**src/rtl/tick_stopwatch.sv**
```systemverilog
// Tick-driven MM:SS stopwatch with start/stop/clear control and BCD digit outputs.
// Optional display-freeze (lap) feature is enabled by defining LAP_EN.
module tick_stopwatch #(
    parameter int unsigned TICKS_PER_SEC = 2
) (
    input  logic        clk,
    input  logic        reset_n,
    input  logic        tick,
    input  logic        start,
    input  logic        stop,
    input  logic        clear,
    input  logic        lap,
    output logic [15:0] bcd,
    output logic        running,
    output logic        wrap
);

    localparam int unsigned PreW = (TICKS_PER_SEC > 1) ? $clog2(TICKS_PER_SEC) : 1;
    localparam logic [PreW-1:0] PreMax = PreW'(TICKS_PER_SEC - 1);

    typedef enum logic [1:0] {StIdle, StRun, StPause} state_e;

    state_e          state_q, state_d;
    logic [PreW-1:0] pre_q, pre_d;
    logic [3:0]      sec_ones_q, sec_ones_d;
    logic [3:0]      sec_tens_q, sec_tens_d;
    logic [3:0]      min_ones_q, min_ones_d;
    logic [3:0]      min_tens_q, min_tens_d;
    logic            hold_q, hold_d;
    logic            wrap_d;
    logic            counted;

`ifdef LAP_EN
    always_comb begin
        hold_d = hold_q;
        if (clear) begin
            hold_d = 1'b0;
        end else if (lap && state_q != StIdle) begin
            hold_d = ~hold_q;
        end
    end
`else
    logic unused_lap;
    assign unused_lap = lap;
    assign hold_d     = 1'b0;
`endif

    assign counted = (state_q == StRun) && tick && !clear;

    // Command decode: clear > stop > start; stop outside RUN swallows start.
    always_comb begin
        state_d = state_q;
        if (clear) begin
            state_d = StIdle;
        end else if (stop) begin
            if (state_q == StRun) state_d = StPause;
        end else if (start) begin
            if (state_q != StRun) state_d = StRun;
        end
    end

    always_comb begin
        pre_d      = pre_q;
        sec_ones_d = sec_ones_q;
        sec_tens_d = sec_tens_q;
        min_ones_d = min_ones_q;
        min_tens_d = min_tens_q;
        wrap_d     = 1'b0;
        if (clear) begin
            pre_d      = '0;
            sec_ones_d = 4'd0;
            sec_tens_d = 4'd0;
            min_ones_d = 4'd0;
            min_tens_d = 4'd0;
        end else if (counted) begin
            if (pre_q == PreMax) begin
                pre_d = '0;
                if (sec_ones_q == 4'd9) begin
                    sec_ones_d = 4'd0;
                    if (sec_tens_q == 4'd5) begin
                        sec_tens_d = 4'd0;
                        if (min_ones_q == 4'd9) begin
                            min_ones_d = 4'd0;
                            if (min_tens_q == 4'd5) begin
                                min_tens_d = 4'd0;
                                wrap_d     = 1'b1;
                            end else begin
                                min_tens_d = min_tens_q + 4'd1;
                            end
                        end else begin
                            min_ones_d = min_ones_q + 4'd1;
                        end
                    end else begin
                        sec_tens_d = sec_tens_q + 4'd1;
                    end
                end else begin
                    sec_ones_d = sec_ones_q + 4'd1;
                end
            end else begin
                pre_d = pre_q + 1'b1;
            end
        end
    end

    always_ff @(posedge clk or negedge reset_n) begin
        if (!reset_n) begin
            state_q    <= StIdle;
            pre_q      <= '0;
            sec_ones_q <= 4'd0;
            sec_tens_q <= 4'd0;
            min_ones_q <= 4'd0;
            min_tens_q <= 4'd0;
            hold_q     <= 1'b0;
            bcd        <= 16'h0000;
            running    <= 1'b0;
            wrap       <= 1'b0;
        end else begin
            state_q    <= state_d;
            pre_q      <= pre_d;
            sec_ones_q <= sec_ones_d;
            sec_tens_q <= sec_tens_d;
            min_ones_q <= min_ones_d;
            min_tens_q <= min_tens_d;
            hold_q     <= hold_d;
            running    <= (state_d == StRun);
            wrap       <= wrap_d;
            // bcd already equals the live digits, so simply not loading it freezes them.
            if (!hold_d) begin
                bcd <= {min_tens_d, min_ones_d, sec_tens_d, sec_ones_d};
            end
        end
    end

endmodule

```
**config.mk**
```make
export PLATFORM = sky130hd
export DESIGN_NAME = tick_stopwatch
export DESIGN_NICKNAME = d
export VERILOG_FILES = /design/src/rtl/tick_stopwatch.sv
export SDC_FILE = /design/constraint.sdc
export NUM_CORES = 1
export LEC_CHECK = 0
export ABC_AREA = 1
export CAP_MARGIN = 5
export CORE_UTILIZATION = 39
export CTS_BUF_LIST = sky130_fd_sc_hd__clkbuf_8
export DETAILED_ROUTE_END_ITERATION = 8
export GPL_TIMING_DRIVEN = 0
export MAX_ROUTING_LAYER = met4
export PLACE_DENSITY = 0.65
export SYNTH_ARGS = -nofsm -noshare
export SYNTH_HDL_FRONTEND = slang
export SYNTH_SLANG_ARGS = --single-unit
```
**constraint.sdc**
```tcl
create_clock -name clk -period 1.3 [get_ports clk]
set_input_delay 0.26 -clock clk [delete_from_list [all_inputs] [get_ports clk]]
set_output_delay 0.26 -clock clk [all_outputs]
set_load 0.05 [all_outputs]
```
==> flow_summary.toml, run 1 <==
[run_status]
status = "finished with violations"
violations = "negative setup slack"

[floorplanning]
coreArea_um2 = 3128
die_h_um = 60.26
initial_utilization_pct = 42.32
die-width_um = 60.26
die-area_um2 = 3631
ios = 25
rows = 20

[worst_setup_path]
required_ps = 1480
crit_slowest_cell = "dfrtp_2"
worstSetupPathType = "register to register"
critPathMaxStageDelay_ps = 420
cp_cell_sequence = "inv_2, ha_4, nand2_4, nor2_4, buf_4, nand2_4, nor2_4, nand2_1, o21ai_1"
path_max_fanout = 3
end_kind = "register"
worstPathArrival_ps = 1550
startpoint_type = "register"

[synth]
syn-cell-area_um2 = 1324
synth_top_cell_area_share_pct = 39.70
netlist_top_cells_count = "nand2_1, dfrtp_1, inv_1"
yosysWarnings = 0
netlist_instances = 162
synth_edf_count = 0
yosysMostFrequentCell = "nand2_1"
syn-num-nets = 177
synthTopCellsByArea = "dfrtp_1, nand2_1, ha_1, nand3_1, inv_1"
synth_cell_types = 28
synth_largest_area_cell = "dfrtp_1"
synth_ff_type = "dfrtp_1"
ys_ff_latch = 21
ys_async_sr_fraction_pct = 100.0
seq_area_frac_synth_pct = 39.70
syn_avg_cell_area_um2 = 8.171

[pwr]
switching_share_pct = 27.72
seqPwrFrac_pct = 53.0
p_leak_nw = 0.9090
switching_power_mw = 0.3610
vdd_drop_max_uv = 514.2
p_per_area_nw_per_um2 = 677.5
internal_power_mw = 0.9411
pwr-share-clk_pct = 32.7
totalPowerFinal_mw = 1.302
comb_power_share_pct = 14.3

[sta]
min_period_ps = 1370
skew_ps = 1.163
tightest_slew_ps = 979.8
hold_viol_final = 0
finalMaxSlewViolations = 0
post-route-period-util_pct = 105.4
slew_headroom_pct = 34.58
rsz0062_at_grt = "yes"
postLayoutSetupSlackWorst_ps = -70.49
setup_viol = 8
fmax_mhz = 729.7

[finish]
stdcell_area_um2 = 1922
layout.nets = 226
diodes = 0
drive_above_1_share_pct = 50.48
areaGrowthSynthToFinish_pct = 45.18
final_cells = 254

[placement]
dpl_cell_area_um2 = 1678
gp_congestion = 0.7835
port_buffers = 23
dp.cells = 229
dp_slack_ps = -431.5
hpwl_um = 2163

[route]
wire_per_inst_um = 12.41
vias = 1249
viasPerCell = 4.917
drt_iter0_markers = 36
wl_um = 3153
drtPass1Iterations = 4
drc = 0
detail-route-antenna-nets = 0

[job]
maxCapViolCount = 0

[clock_tree]
cts_tree = "done"
clock_path_buffers = 2
cts_buffers = 3
root_buffer = "clkbuf_8"
path_clk_slew_ps = 80
cts.htree.levels = 1
cts.sinks = 21
clk_latency_ps = 260

[global_routing]
grt_start_max_net_pins = 22
grt_pass1_wl_um = 5402
grt_pass1_vias = 1208
antenna_found_initial = 0
grt_use_total_pct = 20.48
gr-total-overflow = 0

[worst_hold_path]
hold_class = "input port to async pin"
[cell families after synthesis]
group / Yosys count / share of synthesized area (%)
buffers and inverters: 22 / 6.237
flip-flops: 21 / 39.70
XOR/XNOR: 2 / 1.323
AND/OR/NAND/NOR: 92 / 37.43
adder cells (fa/ha/maj): 8 / 7.562
AO/OA/AOI/OAI: 17 / 7.751
[what timing repair did]
action | 4_1_cts | 5_1_grt
setup endpoints to repair | 34 | 43
hold buffers | 0 | 0
buffers inserted | 15 | 6
pin swaps | 21 | 17
resized for setup | 89 | 29
[power by group through the flow]
| stage | combinational [mW] | clock, mW | sequential, mW |
|---|---|---|---|
| after CTS | 0.186 | 0.442 | 0.690 |
| after global routing | 0.202 | 0.474 | 0.695 |
| after global placement | 0.179 | 0 | 0.702 |
| after floorplan | 0.0724 | 0 | 0.740 |
| after detailed placement | 0.180 | 0 | 0.703 |
| final | 0.186 | 0.426 | 0.691 |
[flip-flops by register name, summed over array words and instances (netlist names)]
register and count:
min_ones_q 3, sec_ones_q 3, wrap 1, pre_q 1
bcd 4, sec_tens_q 3, running 1, min_tens_q 3
state_q 2
[path summary, 6_finish.rpt]
check                                                  to  slack [ps]                       from  cells past startpoint
worst max-delay path            min_ones_q[1]$_DFFE_PN0P_         -70  sec_ones_q[1]$_DFFE_PN0P_                      9
worst min-delay path                  bcd[15]$_DFFE_PN0P_         150                    reset_n                      1
worst max register to register  min_ones_q[1]$_DFFE_PN0P_         -70  sec_ones_q[1]$_DFFE_PN0P_                      9
worst min register to register  sec_ones_q[0]$_DFFE_PN0P_         590  sec_ones_q[0]$_DFFE_PN0P_                      1
max in group asynchronous       min_ones_q[0]$_DFFE_PN0P_         490                    reset_n                      1
min in group clk                     state_q[0]$_DFF_PN0_         510                      clear                      2
[per-stage QoR]
| stage | setup TNS (ps) | util [%] | hold slack (ps) |
|---|---|---|---|
| 6_report | -395.0 | 61.44 | 149.6 |
| 5_1_grt | -1467 | 61.44 | 230.2 |
| 4_1_cts | -317.5 | 58.24 | 498.7 |
| 3_5_place_dp | -13750 | 53.64 | 563.6 |
| 3_3_place_gp | -13170 | 53.64 | 559.9 |
| 2_1_floorplan | -1043 | - | -35.59 |
[layer usage]
metal  wire [um]  up-vias  track usage, %
li1            -      629               -
met1        1394      600           25.67
met2        1670       18           34.38
met3          74        2           3.247
met4          13        0           4.651
met5           0        -               -
[cell type report]
class                   count  area [um2]
clock buffers               3       41.29
clock inverters             1       3.754
fillers                   278        1206
inverters                  22       85.08
multi-input cells         119       863.3
flip-flops and latches     21       543.0
well taps                  44       55.05
repair buffers             44       330.3
[layout by cell type, fill, tap and decap left out, types with 2 or more instances in the layout]
cell / Yosys / routed
nand4_1: 4 / 4
dfrtp_1: 21 / 7
buf_4: 0 / 22
clkbuf_4: 0 / 2
nand2_2: 6 / 8
clkdlybuf4s50_1: 0 / 2
clkbuf_8: 0 / 3
nor2_2: 4 / 4
nor3_1: 3 / 2
clkdlybuf4s15_2: 0 / 3
nand3_2: 2 / 7
o21ai_0: 6 / 3
nor2_4: 3 / 5
inv_2: 4 / 6
o22ai_1: 4 / 4
dfrtp_2: 0 / 14
ha_1: 8 / 4
nand2_1: 31 / 25
dlygate4sd2_1: 0 / 2
o21ai_1: 2 / 5
inv_1: 18 / 16
nand3_1: 15 / 9
nand3_4: 1 / 2
ha_4: 0 / 3
nand2_4: 3 / 7
nor2_1: 17 / 15
buf_2: 0 / 11
[critical path, delay by kind of cell, from the launching register on]
kind / cells / cell delay [ps]
buffers and inverters: 2 / 200
and+or+nand+nor: 5 / 450
DFF: 1 / 420
AOI/OAI and AO/OA: 1 / 70
adders and majority gates: 1 / 150
Power figures use the tool's default switching activity.
==> run 2, diff against run 1 <==
--- a/constraint.sdc
+++ b/constraint.sdc
@@ -3,2 +3,2 @@
 set_output_delay 0.26 -clock clk [all_outputs]
-set_load 0.05 [all_outputs]
+set_load 0.02 [all_outputs]
==> flow_summary.toml, run 2 (same netlist as run 1, synthesis figures left out) <==
[floorplanning]
die-area_um2 = 3631
initial_utilization_pct = 42.32
rows = 20
die_h_um = 60.26
ios = 25
coreArea_um2 = 3128
die-width_um = 60.26

[finish]
layout.nets = 228
final_cells = 256
drive_above_1_share_pct = 45.75
top_register = "bcd"
largest_reg_flops = 4
final_cell_mix = "nand2_1, buf_4, inv_1"
diodes = 0
final_core_util_pct = 61.56
final_common_cell = "nand2_1"
areaGrowthSynthToFinish_pct = 45.46

[placement]
gp_congestion = 0.7842
dp.cells = 229
hpwl_um = 2115
port_buffers = 23

[worst_setup_path]
worstReg2RegEnd = "sec_tens_q[2]$_DFFE_PN0P_"
critPathMaxStageDelay_ps = 470
rr_worst_depth = 10
setup.worst_path.start = "tick"
r2r_slack_ps = -90
worstSetupPathType = "input port to register"
r2r_start = "sec_ones_q[1]$_DFFE_PN0P_"
startpoint_type = "input port"
worstPathArrival_ps = 1590
crit_slowest_cell = "clkdlybuf4s50_1"
cp_cell_sequence = "clkdlybuf4s50_1, nand2_2, nor2_4, buf_4, nand3_2, nand2_4, nand2_2, nand2_1, nand2_1, nor2_1"
path_max_fanout = 6
end_kind = "register"
required_ps = 1490

[sta]
fmax_mhz = 715.7
postLayoutSetupSlackWorst_ps = -97.28
tightest_slew_ps = 985.0
slew_headroom_pct = 34.34
finalMaxSlewViolations = 0
skew_ps = 4.159
setup_viol = 8
hold_viol_final = 0
min_period_ps = 1397
rsz0062_at_grt = "yes"
post-route-period-util_pct = 107.5

[clock_tree]
clk_latency_ps = 260
root_buffer = "clkbuf_8"
path_clk_slew_ps = 80
cts.sinks = 21
cts.htree.levels = 1
holdBufCountCts = 0
clock_path_buffers = 2
cts_tree = "done"
cts_buffers = 3

[job]
maxCapViolCount = 0

[route]
vias = 1238
drt_iter0_markers = 54
wl_um = 3071
drtPass1Iterations = 4
viasPerCell = 4.836
wire_per_inst_um = 12.00
detail-route-antenna-nets = 0
drc = 0

[pwr]
p_leak_nw = 0.9089
vdd_drop_max_uv = 648.4
p_per_area_nw_per_um2 = 667.9

[worst_hold_path]
hold_class = "input port to async pin"

[run_status]
status = "finished with violations"
violations = "negative setup slack"

[global_routing]
antenna_found_initial = 0
grt_pass1_wl_um = 5071
gr-total-overflow = 0
grt_pass1_vias = 1116
grt_start_max_net_pins = 22
grt_use_total_pct = 19.38
==> run 2: cell types whose count changed in the layout (fill, tap and decap cells not counted), moves of 2 or more <==
| cell | previous run | this run |
|---|---|---|
| nand3_2 | 7 | 4 |
| nand3_1 | 9 | 12 |
| clkbuf_2 | 0 | 8 |
| clkbuf_4 | 2 | 0 |
| dlygate4sd2_1 | 2 | 6 |
| dfrtp_1 | 7 | 10 |
| buf_2 | 11 | 1 |
| dfrtp_2 | 14 | 11 |
==> run 2: layer usage <==
metal,global-route usage (%),wire length (um)
met2,30.93,1544
met3,2.597,93
met5,-,0
met4,7.309,42
met1,24.83,1390
==> run 2: area by class of cell <==
cell class                 count  area, um2
clock buffer                   3      41.29
clock inverter                 1      5.005
fill                         284       1202
inverter                      22      85.08
multi-input combinational    119      840.8
sequential                    21      539.3
tap                           44      55.05
timing repair buffer          46      359.1
==> run 2: worst max-delay path: cells and delay by family <==
family / cells / cell delay [ps]
and+or+nand+nor: 8 / 720
buffers and inverters: 2 / 600
==> run 2: worst max path at each step <==
stage / end / slack (ps) / cells past startpoint
finish: sec_tens_q[2]$_DFFE_PN0P_ / -100 / 10
global route: bcd[15]$_DFFE_PN0P_ / -160 / 10
CTS: min_ones_q[0]$_DFFE_PN0P_ / -120 / 9
detailed placement: min_ones_q[1]$_DFFE_PN0P_ / -400 / 8
global placement: min_ones_q[0]$_DFFE_PN0P_ / -390 / 8
floorplan: sec_tens_q[2]$_DFFE_PN0P_ / -40 / 10
==> run 2: per-stage QoR <==
step           setup WS, ps  TNS, ps  hold slack [ps]  total power, mW  cell area [um2]
3_3_place_gp         -387.2   -10160            566.5           0.8530             1669
5_1_grt              -162.9    -1284            344.0            1.347             1926
3_5_place_dp         -397.0   -10600            569.1           0.8539             1669
4_1_cts              -117.3   -697.2            302.2            1.281             1734
6_report             -97.28   -409.0            268.4            1.286             1926
2_1_floorplan        -37.38   -127.1           -35.59           0.7848             1384
==> run 2: what timing repair did <==
| item | in CTS | in global routing |
|---|---|---|
| endpoints found under the setup margin | 37 | 29 |
| pin swaps | 1 | 18 |
| resized for setup | 40 | 36 |
| buffers inserted | 2 | 21 |
==> run 2: power breakdown <==
part	switching (mW)	internal (mW)
combinational	0.0962	0.0645
sequential	0.0204	0.669
clock	0.222	0.214
total	0.339	0.947
==> run 3, diff against run 2 <==
- CTS_BUF_LIST: sky130_fd_sc_hd__clkbuf_8 -> unset
==> flow_summary.toml, run 3 (same netlist as run 1, synthesis figures left out) <==
[sta]
postLayoutSetupSlackWorst_ps = -106.3
slew_headroom_pct = 34.73
setup_viol = 11
rsz0062_at_grt = "yes"
finalMaxSlewViolations = 0
skew_ps = 9.243
fin_tns_setup_ps = -586.2
tightest_slew_ps = 977.5
whs_ps = 79.81
hold_viol_final = 0
min_period_ps = 1406
post-route-period-util_pct = 108.2
fmax_mhz = 711.1

[route]
drc = 0
drt_iter0_markers = 47
detail-route-antenna-nets = 0
viasPerCell = 4.809
drtPass1Iterations = 4
wire_per_inst_um = 11.95
wl_um = 3130
vias = 1260

[clock_tree]
holdBufCountCts = 0
cts_tree = "done"
clock_path_buffers = 2
clk_latency_ps = 310
root_buffer = "clkbuf_4"
cts.sinks = 21
path_clk_slew_ps = 130
cts.htree.levels = 1
cts_buffers = 3

[worst_setup_path]
crit_slowest_cell = "dfrtp_2"
startpoint_type = "register"
path_max_fanout = 5
critPathMaxStageDelay_ps = 460
cpMostUsedCell = "nand2_1"
worstPathArrival_ps = 1680
cp_cell_sequence = "inv_4, ha_4, nand2_4, nor2_4, nand2_2, nor2_2, nand3_1, nand2_1, nand2_1, inv_1"
worstSetupPathType = "register to register"
critPathTopFamily = "simple AND/OR/NAND/NOR gates"
end_kind = "register"
required_ps = 1570
path_buf_inv = 2

[floorplanning]
die-area_um2 = 3631
initial_utilization_pct = 42.32
coreArea_um2 = 3128
ios = 25
die_h_um = 60.26
rows = 20
die-width_um = 60.26

[global_routing]
grt_pass1_vias = 1212
grt_use_total_pct = 19.91
gr-total-overflow = 0
grt_start_max_net_pins = 22
antenna_found_initial = 0
grt_pass1_wl_um = 5285

[pwr]
totalPowerFinal_mw = 1.199
p_per_area_nw_per_um2 = 611.3
vdd_drop_max_uv = 401.9
p_leak_nw = 0.9676

[finish]
stdcell_area_um2 = 1962
final_cell_mix = "buf_4, nand2_1, inv_1, nor2_1, nand3_1"
final_common_cell = "buf_4"
layout.nets = 234
nFillCells = 267
largest_reg_flops = 4
top_register = "bcd"
diodes = 0
areaGrowthSynthToFinish_pct = 48.20
drive_above_1_share_pct = 48.62

[placement]
hpwl_um = 2115
dpl_cell_area_um2 = 1669
port_buffers = 23
dp_slack_ps = -397.0
gp_congestion = 0.7842

[run_status]
violations = "negative setup slack"
status = "finished with violations"

[job]
maxCapViolCount = 0

[worst_hold_path]
hold_class = "input port to async pin"
[run 3: area by class of cell]
cell class	instances	area [um2]	area share [%]
Clock inverter	1	5.005	0.2551
Inverter	22	87.58	4.464
Timing Repair Buffer	52	397.9	20.28
Tap cell	44	55.05	2.806
Sequential cell	21	539.3	27.49
Multi-Input combinational cell	119	854.6	43.56
Clock buffer	3	22.52	1.148
[run 3: report_power, final]
| part | switching (mW) | leakage (nW) | internal [mW] |
|---|---|---|---|
| Clock | 0.213 | 0.0177 | 0.115 |
| Sequential | 0.0157 | 0.271 | 0.669 |
| Combinational | 0.105 | 0.678 | 0.0803 |
[run 3: through the flow]
stage	util [%]	instances
global route	62.72	262
global placement	53.36	229
finish	62.72	262
CTS	60.36	253
floorplan	-	162
detailed placement	53.36	229
[run 3: worst paths after layout]
path | depth (start not counted) | slack, ps | start | to
setup / recovery | 10 | -110 | min_ones_q[1]$_DFFE_PN0P_ | bcd[15]$_DFFE_PN0P_
max in group asynchronous | 1 | 560 | reset_n | sec_ones_q[0]$_DFFE_PN0P_
setup reg to reg | 10 | -110 | min_ones_q[1]$_DFFE_PN0P_ | bcd[15]$_DFFE_PN0P_
hold / removal | 1 | 80 | reset_n | bcd[15]$_DFFE_PN0P_
hold reg to reg | 2 | 590 | state_q[0]$_DFF_PN0_ | state_q[0]$_DFF_PN0_
min in group clk | 2 | 430 | clear | state_q[1]$_DFF_PN0_
[run 3: metal layers]
layer	up-vias	GRT usage [%]	routed length, um
met1	591	25.27	1407
met2	21	32.97	1606
li1	644	-	-
met3	4	2.165	85
met4	0	6.312	31
met5	-	-	0
[run 3: repair_timing]
item                                    4_1_cts  5_1_grt
setup buffers                                20       10
gates resized for setup                      66       33
pin swaps                                     9       21
endpoints found under the setup margin       30       39
[run 3: worst register-to-register path, delay by kind of cell (launching register included)]
| kind | cells | cell delay, ps |
|---|---|---|
| flops | 1 | 460 |
| fa+ha+maj | 1 | 140 |
| buf+inv | 2 | 120 |
| simple gates | 7 | 660 |
